===== src/rtl/hms_pkg.sv =====
// Shared encodings and constants for the HH:MM:SS multiplexed 7-segment scanner.
package hms_pkg;

  typedef enum logic [1:0] {
    EditNone = 2'b00,
    EditHrs  = 2'b01,
    EditMin  = 2'b10,
    EditSec  = 2'b11
  } edit_field_e;

  // Segment order {g,f,e,d,c,b,a}
  localparam logic [6:0] SegCodes [10] = '{
    7'h3F, 7'h06, 7'h5B, 7'h4F, 7'h66, 7'h6D, 7'h7D, 7'h07, 7'h7F, 7'h6F
  };
  localparam logic [6:0] SegDash  = 7'h40;
  localparam logic [6:0] SegBlank = 7'h00;

  // BCD value the decoder maps to a dash
  localparam logic [3:0] BcdDash = 4'hA;

  localparam logic [2:0] IdxSecU = 3'd0;
  localparam logic [2:0] IdxSecT = 3'd1;
  localparam logic [2:0] IdxMinU = 3'd2;
  localparam logic [2:0] IdxMinT = 3'd3;
  localparam logic [2:0] IdxHrsU = 3'd4;
  localparam logic [2:0] IdxHrsT = 3'd5;

  localparam logic [4:0] HrsMax    = 5'd23;
  localparam logic [5:0] MinSecMax = 6'd59;

  typedef struct packed {
    logic [3:0] tens;
    logic [3:0] units;
  } bcd_pair_t;

  // Compare/subtract split, valid for 0..59
  function automatic bcd_pair_t split_bcd(input logic [5:0] v);
    bcd_pair_t p;
    if (v >= 6'd50) begin
      p.tens  = 4'd5;
      p.units = 4'(v - 6'd50);
    end else if (v >= 6'd40) begin
      p.tens  = 4'd4;
      p.units = 4'(v - 6'd40);
    end else if (v >= 6'd30) begin
      p.tens  = 4'd3;
      p.units = 4'(v - 6'd30);
    end else if (v >= 6'd20) begin
      p.tens  = 4'd2;
      p.units = 4'(v - 6'd20);
    end else if (v >= 6'd10) begin
      p.tens  = 4'd1;
      p.units = 4'(v - 6'd10);
    end else begin
      p.tens  = 4'd0;
      p.units = v[3:0];
    end
    return p;
  endfunction

endpackage


===== src/rtl/hms_seg7.sv =====
// BCD to 7-segment decoder; BcdDash gives a dash, other non-decimal codes blank.
module hms_seg7
  import hms_pkg::*;
(
  input  logic [3:0] bcd_i,
  output logic [6:0] seg_o
);

  always_comb begin
    if (bcd_i < 4'd10) begin
      seg_o = SegCodes[bcd_i];
    end else if (bcd_i == BcdDash) begin
      seg_o = SegDash;
    end else begin
      seg_o = SegBlank;
    end
  end

endmodule


===== src/rtl/hms_display_scan.sv =====
// Six-digit HH:MM:SS display scanner with per-frame snapshot, anti-ghost blank
// cycle and blinking of the field being edited.
module hms_display_scan
  import hms_pkg::*;
#(
  parameter int unsigned BLINK_LOG2 = 5
) (
  input  logic       clk,
  input  logic       rst_n,
  input  logic       scan_tick,
  input  logic [4:0] hrs,
  input  logic [5:0] min,
  input  logic [5:0] sec,
  input  logic [1:0] edit_field,
  output logic [5:0] digit_en,
  output logic [6:0] seg,
  output logic       dp
);

  localparam int unsigned FrameW = BLINK_LOG2 + 1;
  localparam logic [FrameW-1:0] FrameOne = 1;

  logic [2:0]        idx_q, idx_d;
  logic              pend_q, pend_d;
  logic [FrameW-1:0] frame_q, frame_d;
  logic [4:0]        snap_hrs_q, snap_hrs_d;
  logic [5:0]        snap_min_q, snap_min_d;
  logic [5:0]        snap_sec_q, snap_sec_d;
  edit_field_e       snap_edit_q, snap_edit_d;
  logic [5:0]        digit_en_q, digit_en_d;
  logic [6:0]        seg_q, seg_d;
  logic              dp_q, dp_d;

  logic [5:0]  field_val;
  logic        field_bad;
  edit_field_e field_id;
  bcd_pair_t   pair;
  logic [3:0]  bcd;
  logic [6:0]  seg_code;
  logic        blink;
  logic        wrap;

  // Digit mux works on the current index, which is already the new one while pend_q is set
  always_comb begin
    case (idx_q)
      IdxSecU, IdxSecT: begin
        field_val = snap_sec_q;
        field_bad = snap_sec_q > MinSecMax;
        field_id  = EditSec;
      end
      IdxMinU, IdxMinT: begin
        field_val = snap_min_q;
        field_bad = snap_min_q > MinSecMax;
        field_id  = EditMin;
      end
      default: begin
        field_val = {1'b0, snap_hrs_q};
        field_bad = snap_hrs_q > HrsMax;
        field_id  = EditHrs;
      end
    endcase
    pair  = split_bcd(field_val);
    bcd   = field_bad ? BcdDash : (idx_q[0] ? pair.tens : pair.units);
    // field_id is never EditNone, so an idle edit_field never blanks
    blink = frame_q[FrameW-1] && (snap_edit_q == field_id);
  end

  hms_seg7 u_seg7 (
    .bcd_i(bcd),
    .seg_o(seg_code)
  );

  always_comb begin
    idx_d       = idx_q;
    pend_d      = pend_q;
    frame_d     = frame_q;
    snap_hrs_d  = snap_hrs_q;
    snap_min_d  = snap_min_q;
    snap_sec_d  = snap_sec_q;
    snap_edit_d = snap_edit_q;
    digit_en_d  = digit_en_q;
    seg_d       = seg_q;
    dp_d        = dp_q;
    wrap        = scan_tick && (idx_q == IdxHrsT);

    if (scan_tick) begin
      idx_d      = wrap ? IdxSecU : idx_q + 3'd1;
      pend_d     = 1'b1;
      digit_en_d = '0;
      seg_d      = SegBlank;
      dp_d       = 1'b0;
      if (wrap) begin
        snap_hrs_d  = hrs;
        snap_min_d  = min;
        snap_sec_d  = sec;
        snap_edit_d = edit_field_e'(edit_field);
        frame_d     = frame_q + FrameOne;
      end
    end else if (pend_q) begin
      pend_d     = 1'b0;
      digit_en_d = 6'b1 << idx_q;
      seg_d      = blink ? SegBlank : seg_code;
      dp_d       = (idx_q == IdxMinU) || (idx_q == IdxHrsU);
    end
  end

  always_ff @(posedge clk or negedge rst_n) begin
    if (!rst_n) begin
      idx_q       <= IdxHrsT;
      pend_q      <= 1'b0;
      frame_q     <= '1;
      snap_hrs_q  <= '0;
      snap_min_q  <= '0;
      snap_sec_q  <= '0;
      snap_edit_q <= EditNone;
      digit_en_q  <= '0;
      seg_q       <= '0;
      dp_q        <= 1'b0;
    end else begin
      idx_q       <= idx_d;
      pend_q      <= pend_d;
      frame_q     <= frame_d;
      snap_hrs_q  <= snap_hrs_d;
      snap_min_q  <= snap_min_d;
      snap_sec_q  <= snap_sec_d;
      snap_edit_q <= snap_edit_d;
      digit_en_q  <= digit_en_d;
      seg_q       <= seg_d;
      dp_q        <= dp_d;
    end
  end

  assign digit_en = digit_en_q;
  assign seg      = seg_q;
  assign dp       = dp_q;

endmodule


===== config.mk =====
export PLATFORM = sky130hd
export DESIGN_NAME = hms_display_scan
export DESIGN_NICKNAME = d
export VERILOG_FILES = /design/src/rtl/hms_pkg.sv /design/src/rtl/hms_seg7.sv /design/src/rtl/hms_display_scan.sv
export SDC_FILE = /design/constraint.sdc
export NUM_CORES = 1
export LEC_CHECK = 0
export ABC_AREA = 1
export BUFFER_PORTS_ARGS = -buffer_cell sky130_fd_sc_hd__buf_2
export CAP_MARGIN = 20
export CORE_MARGIN = 3
export CORE_UTILIZATION = 62
export DETAILED_ROUTE_END_ITERATION = 10
export MAX_ROUTING_LAYER = met4
export PLACE_DENSITY = 0.91
export RECOVER_POWER = 25
export SYNTH_ARGS = -nofsm -noshare
export SYNTH_HDL_FRONTEND = slang
export SYNTH_HIERARCHICAL = 1
export SYNTH_SLANG_ARGS = --single-unit

===== constraint.sdc =====
create_clock -name clk -period 6.43 [get_ports clk]
set_input_delay 0 -clock clk [delete_from_list [all_inputs] [get_ports clk]]
set_output_delay 0 -clock clk [all_outputs]
set_load 0.005 [all_outputs]

# Word-level counts from Yosys, hierarchy flattened
# Memory sizes are Yosys's and may differ from the RTL's.
# Index checks and enable logic that the tools add are counted.
# Widths: inputs -> output; s select.
[totals]
reg_bits = 43
romBits = 112
output_inout_bits = 14
wordCells = 68
n_memories = 1
[op_classes]
addsub = 7
magnitude_cmp = 10
eq_ne = 7
shifts = 1
mux = 23
bitwise_logic = 1
reduce_logical = 8
[memory_table]
columns = ["memory", "depth", "width", "rd", "rd_clocked_by_memory_dff", "write_ports", "line", "text"]
rows = [
  ["(no name shown)", 16, 7, 1, 0, 0, "hms_seg7.sv:11", "seg_o = SegCodes[bcd_i];"],
]
[op_table]
columns = ["op", "count"]
rows = [
  ["$mux 7", 9],
  ["$mux 6", 4],
  ["$ge 6x5->1 const B", 2],
  ["$ge 6x6->1 const B", 2],
  ["$gt 6x6->1 const B", 2],
  ["$pmux 6 s2", 1],
  ["$sub 4x4->4 const B", 3],
  ["$mux 4", 2],
  ["$add 6x1->6 const B", 1],
  ["$eq 3x2->1 const B", 2],
  ["$eq 3x3->1 const B", 2],
  ["$ge 6x4->1 const B", 1],
  ["$shl 1x3->6 const A", 1],
  ["$ge 5x5->1 const B", 1],
  ["$gt 5x5->1 const B", 1],
  ["$mux 5", 1],
  ["$not 4->5", 1],
  ["$eq 4x4->1 const B", 1],
  ["$lt 4x4->1 const B", 1],
  ["$pmux 2 s2", 1],
  ["$reduce_or 2->1", 2],
  ["$sub 4x2->4 const B", 1],
  ["$sub 4x3->4 const B", 1],
  ["$add 3x1->3 const B", 1],
  ["10 further kinds", 13],
]

# Logic depth before layout (Yosys ltp)
[depth]
word_depth = 19
mapped_depth = 27
ltp_nobuf = 25

# Cells and area by module
# Netlist, hierarchy kept.
[modules_own_cells]
columns = ["module", "instances", "cells_per_inst", "area_per_inst_um2", "seq_area_each_um2"]
rows = [
  ["hms_display_scan", 1, 297, 2328.5, 1086.0],
  ["hms_seg7", 1, 44, 222.7, 0.0],
]

# Worst setup path after synthesis
# No wires, ideal clock.
[synth_path]
kind = "register -> register"
start = "register idx_q[2]"
end = "register seg_q[3], in the netlist seg[3]"
arrival_time_ns = 3.011
required_ns = 6.347
slack_ns = 3.336
path_stages_with_launch = 27
path_buffers = 2
period_less_slack_ns = 3.094
cell_sequence = "dfstp_2 -> buf_6 -> inv_2 -> buf_6 -> nand3_2 -> nand2_2 -> nor2_4 -> inv_2 -> ha_1 -> nand3b_1 -> nor2_1 -> nand3_1 -> nand2_1 -> inv_1 -> o21bai_1 -> nand2_1 -> nand2_1 -> nand3_1 -> nand2_1 -> inv_1 -> ha_1 -> nand2_1 -> nand3_1 -> nand2_1 -> inv_1 -> nand2_1 -> o21ai_0"
[synth_between]
elab_chain_len = 19
word_cells_on_any_way = 37
classes_between = "add/sub (5); order compare (6); eq/ne (4); mux (16); bitwise (1); reduce/logical (4); memory (1)"
[synth_rtl]
columns = ["element", "line", "text"]
rows = [
  ["from (decl)", "hms_display_scan.sv:23", "logic [2:0] idx_q, idx_d;"],
  ["from (signal assigned)", "hms_display_scan.sv:109", "idx_q <= IdxHrsT;"],
  ["from (signal assigned)", "hms_display_scan.sv:120", "idx_q <= idx_d;"],
  ["$eq 3x2->1 (tied with other cells)", "hms_display_scan.sv:45", "case (idx_q)"],
  ["$reduce_or 2->1", "hms_display_scan.sv:45", ""],
  ["$pmux 6 s2", "hms_display_scan.sv:45", ""],
  ["$ge 6x4->1 or $sub 4x4->4 (tied branches)", "hms_pkg.sv:51, hms_pkg.sv:53", ""],
  ["$mux 5", "hms_pkg.sv:51", "end else if (v >= 6'd10) begin"],
  ["$mux 6", "hms_pkg.sv:48", "end else if (v >= 6'd20) begin"],
  ["$mux 6", "hms_pkg.sv:45", "end else if (v >= 6'd30) begin"],
  ["$mux 7", "hms_pkg.sv:42", "end else if (v >= 6'd40) begin"],
  ["(+3 left out)", "-", ""],
  ["net bcd[1]", "hms_display_scan.sv:38", "logic [3:0] bcd;"],
  ["$not 4->5 (not written as such)", "hms_seg7.sv:11", ""],
  ["$mem_v2 16x7", "-", ""],
  ["$mux 7 (not written as such) (2 in series)", "hms_seg7.sv:11", ""],
  ["$mux 7 (*)", "hms_seg7.sv:10", "if (bcd_i < 4'd10) begin"],
  ["net seg_code[3]", "hms_display_scan.sv:39", "logic [6:0] seg_code;"],
  ["$mux 7 (*)", "hms_display_scan.sv:102", "seg_d = blink ? SegBlank : seg_code;"],
  ["$mux 7 (*)", "hms_display_scan.sv:99", "end else if (pend_q) begin"],
  ["$mux 7 (*)", "hms_display_scan.sv:86", "if (scan_tick) begin"],
  ["to (signal assigned)", "hms_display_scan.sv:128", "seg_q <= seg_d;"],
  ["to (decl)", "hms_display_scan.sv:31", "logic [6:0] seg_q, seg_d;"],
]
# The timed path passes the listed nets; every way through them passes the cells marked *. The select of a mux whose other input is x is not followed.
# A chain may end at the register's enable or synchronous reset.

# Final worst setup path
# Ends and elaborated chain as after synthesis.

==> metrics.log <==
[metrics] run status: finished, violations left
[metrics] failing checks: max-capacitance violations, max-slew violations
[metrics] first-pass GRT wire length: 10800 µm
[metrics] vertical die dimension: 70.1 µm
[metrics] via count: 2481
[metrics] residual overflow from global routing: 0
[metrics] Post-layout nets: 434
[metrics] share of async-settable or async-resettable flops after synthesis: 1.00
[metrics] residual antenna-violating net count after detailed routing: 0
[metrics] wirelength, routed: 6300 µm
[metrics] IO Count: 36
[metrics] endpoint type of the worst setup path: flip-flop
[metrics] arrival time of the worst setup path: 3.64 ns
[metrics] overall die width: 70.1 µm
[metrics] Worst Hold Class: in -> reg
[metrics] leading cell type in the layout, fill and taps excluded: sky130_fd_sc_hd__nand2_1
[metrics] total global routing track utilization: 0.282
[metrics] number of I/O port buffers: 35
[metrics] destination of the worst register-to-register timing path: seg[3]
[metrics] number of CTS-inserted buffers: 5
[metrics] leakage power figure: 1.66 nW
[metrics] share of the yosys chip area belonging to registers: 0.426
[metrics] endpoints failing hold: 0
[metrics] buffer depth of the longest clock path: 2
[metrics] vias per cell: 5.56
[metrics] fmax: 293 MHz
[metrics] via count of the first global-routing pass: 2447
[metrics] worst-case headroom to the max-slew limit: -0.464
[metrics] depth of the CTS H-tree: 2
[metrics] placeable core region: 3800 µm²
[metrics] count of mapped cells out of synthesis: 341
[metrics] global placer's final weighted congestion: 0.905
[metrics] worst-case reg-to-reg path depth: 24
[metrics] number of flops mapped to enable cells by yosys: 0
[metrics] initial core utilization: 0.672
[metrics] number of remaining DRC errors: 0
[metrics] detailed-routing iteration count for the pre-antenna-repair pass: 5
[metrics] number of distinct standard cells referenced by the synthesized netlist: 29
[metrics] Data required, critical path: 6.65 ns
[metrics] Syn. warnings: 6
[metrics] commonest cells after routing, fill and taps aside: sky130_fd_sc_hd__nand2_1 (140), sky130_fd_sc_hd__dfrtp_1 (35), sky130_fd_sc_hd__inv_1 (30)
[metrics] std cell rows: 22
[metrics] core utilization of the finished layout: 0.803
[metrics] max-cap violation count: 1
[metrics] initial antenna violation count: 0
[metrics] Final period util: 0.531
[metrics] post-synthesis register bit count: 43
[metrics] TritonCTS clock tree: done
[metrics] area of combinational cells with multiple inputs: 1280 µm²
[metrics] total setup violations reported at the end of the flow: 0
[metrics] Skew-Pair Late Insertion Delay: 0.30 ns
[metrics] total half-perimeter wirelength after legalization and detailed placement: 3980 µm
[metrics] final routed wire length divided by cell count: 14.1 µm
[metrics] crit path time final: 3.42 ns
[metrics] reg-to-reg setup timing slack: 3.01 ns
[metrics] category of the most critical setup path: reg -> reg
[metrics] Clock Sinks: 43
[metrics] starting DRC count in detailed routing: 201
[metrics] most instantiated flip-flop cell in the synthesis netlist: sky130_fd_sc_hd__dfrtp_1
[metrics] full die area: 4920 µm²
[metrics] mean area per synthesized cell: 7.48 µm²
[metrics] Clk Tree Root Cell: sky130_fd_sc_hd__clkbuf_8
[metrics] worst-case clock skew: 0.00563 ns
[metrics] maximum VDD drop: 0.263 mV
[metrics] largest net degree at the start of global routing: 44
[metrics] CTS resizes: 0
[metrics] setup repair after global routing missed its margin: no
[metrics] Crit Path Max Fanout: 12
[metrics] total standard cell area after synthesis: 2550 µm²
[metrics] power density of the placed cells: 602 nW/µm²
[metrics] Area Overhead vs Synth: 19.6%
[metrics] post-synth net total: 378
[metrics] Register Area: 1090 µm²
[metrics] Reg clk slew, reported paths: 0.08 ns
[metrics] endpoint with the worst hold slack: snap_sec_q[5]
[metrics] slew of the pin with the lowest slew margin: 2.20 ns
[metrics] FF-to-FF Start: idx_q[2]
[metrics] ANT cells: 0
[metrics] fill cell instance count of the final layout: 250
[metrics] fraction of layout instances using a drive strength above 1: 0.163
[metrics] number of pins exceeding their max-slew limit in the final report: 44
[metrics] Min-Delay Startpoint: sec[5]
[metrics] crit path launch type: flip-flop
[metrics] hold-critical path depth: 4
[metrics] final setup TNS: 0 ns
## final cells by class
cell class | instances | area share
Clock buffer | 7 | 0.0316
Clock inverter | 1 | 0.00246
Inverter | 38 | 0.0467
Multi-Input combinational cell | 253 | 0.420
Sequential cell | 43 | 0.356
Tap cell | 48 | 0.0197
Timing Repair Buffer | 56 | 0.124
## repair_timing
action / 4_1_cts / 5_1_grt
hold buffers: 21 / 0
setup buffers: 0 / 0
hold endpoints to repair: 58 / 0
## power by group
part / leakage [nW] / switching (W) / internal (W)
clock: 0.0505 / 0.0000943 / 0.0000977
sequential: 0.532 / 0.0000865 / 0.000386
combinational: 1.08 / 0.000761 / 0.000410
total: 1.66 / 0.000942 / 0.000894
## metal layers
metal	track usage	share of wire	vias to the layer above
met5	-	0	-
met3	0.0475	0.061	13
li1	-	-	1176
met4	0.0851	0.015	0
met1	0.333	0.42	1170
met2	0.492	0.51	122
## through the flow
| stage | hold WS, ns | power [W] | setup WS [ns] | instance area, µm² | instances |
|---|---|---|---|---|---|
| floorplan | -0.296 | 0.00136 | 3.34 | 2550 | 341 |
| global placement | 0.197 | 0.00155 | 3.22 | 2750 | 417 |
| detailed placement | 0.193 | 0.00160 | 3.07 | 2750 | 417 |
| CTS | 0.420 | 0.00180 | 3.06 | 3060 | 446 |
| global route | 0.471 | 0.00204 | 2.62 | 3050 | 446 |
| finish | 0.454 | 0.00184 | 3.01 | 3050 | 446 |
## flip-flops by register name (all words and copies together), names as in the netlist
name         flops
digit_en         6
dp               1
frame_q          6
idx_q            3
pend_q           1
seg              7
snap_edit_q      2
snap_hrs_q       5
snap_min_q       6
snap_sec_q       6
## cells in the mapped netlist (4+ instances only)
cell type / number / area [µm²]
sky130_fd_sc_hd__dfrtp_1: 35 / 876
sky130_fd_sc_hd__inv_2: 7 / 26.3
sky130_fd_sc_hd__ha_1: 15 / 188
sky130_fd_sc_hd__nand4_1: 4 / 25.0
sky130_fd_sc_hd__nor2_2: 4 / 25.0
sky130_fd_sc_hd__xor2_1: 5 / 43.8
sky130_fd_sc_hd__inv_1: 30 / 113
sky130_fd_sc_hd__a21oi_1: 7 / 35.0
sky130_fd_sc_hd__o21ai_0: 15 / 75.1
sky130_fd_sc_hd__dfstp_2: 8 / 210
sky130_fd_sc_hd__nand2_1: 140 / 526
sky130_fd_sc_hd__clkbuf_1: 5 / 18.8
sky130_fd_sc_hd__nand3_1: 22 / 110
sky130_fd_sc_hd__nor2_1: 19 / 71.3
## critical path, cell delays in order, from the launching register on
cell	delay, ns
sky130_fd_sc_hd__dfstp_2	0.65
sky130_fd_sc_hd__inv_2	0.14
sky130_fd_sc_hd__nand3_2	0.10
sky130_fd_sc_hd__nand2_2	0.07
sky130_fd_sc_hd__nor2_4	0.15
sky130_fd_sc_hd__inv_2	0.09
sky130_fd_sc_hd__ha_1	0.21
sky130_fd_sc_hd__nand3b_1	0.16
sky130_fd_sc_hd__nor2_1	0.16
sky130_fd_sc_hd__nand3_1	0.12
sky130_fd_sc_hd__nand2_1	0.08
sky130_fd_sc_hd__inv_1	0.05
sky130_fd_sc_hd__o21bai_1	0.15
sky130_fd_sc_hd__nand2_1	0.09
sky130_fd_sc_hd__nand2_1	0.07
sky130_fd_sc_hd__nand3_1	0.06
sky130_fd_sc_hd__nand2_1	0.13
sky130_fd_sc_hd__inv_1	0.11
sky130_fd_sc_hd__ha_1	0.28
sky130_fd_sc_hd__nand2_1	0.06
sky130_fd_sc_hd__nand3_1	0.10
sky130_fd_sc_hd__nand2_1	0.05
sky130_fd_sc_hd__inv_1	0.05
sky130_fd_sc_hd__nand2_1	0.04
sky130_fd_sc_hd__o21ai_0	0.16
## how the worst max path moves through the flow
stage                        start     end  slack (ns)  depth (start not counted)
after floorplan           idx_q[2]  seg[3]        3.34                         26
after global placement    idx_q[2]  seg[3]        3.22                         24
after detailed placement  idx_q[2]  seg[3]        3.07                         24
after CTS                 idx_q[2]  seg[3]        3.06                         24
after global routing      idx_q[2]  seg[0]        2.62                         25
final                     idx_q[2]  seg[3]        3.01                         24
## cells by family after synthesis
kind of cell               synth area share
buffers and inverters                0.0721
and+or+nand+nor                       0.336
AOI/OAI and AO/OA                    0.0647
DFF                                   0.426
adders and majority gates            0.0736
xor gates and xnor gates             0.0275
Power figures use the tool's default switching activity.
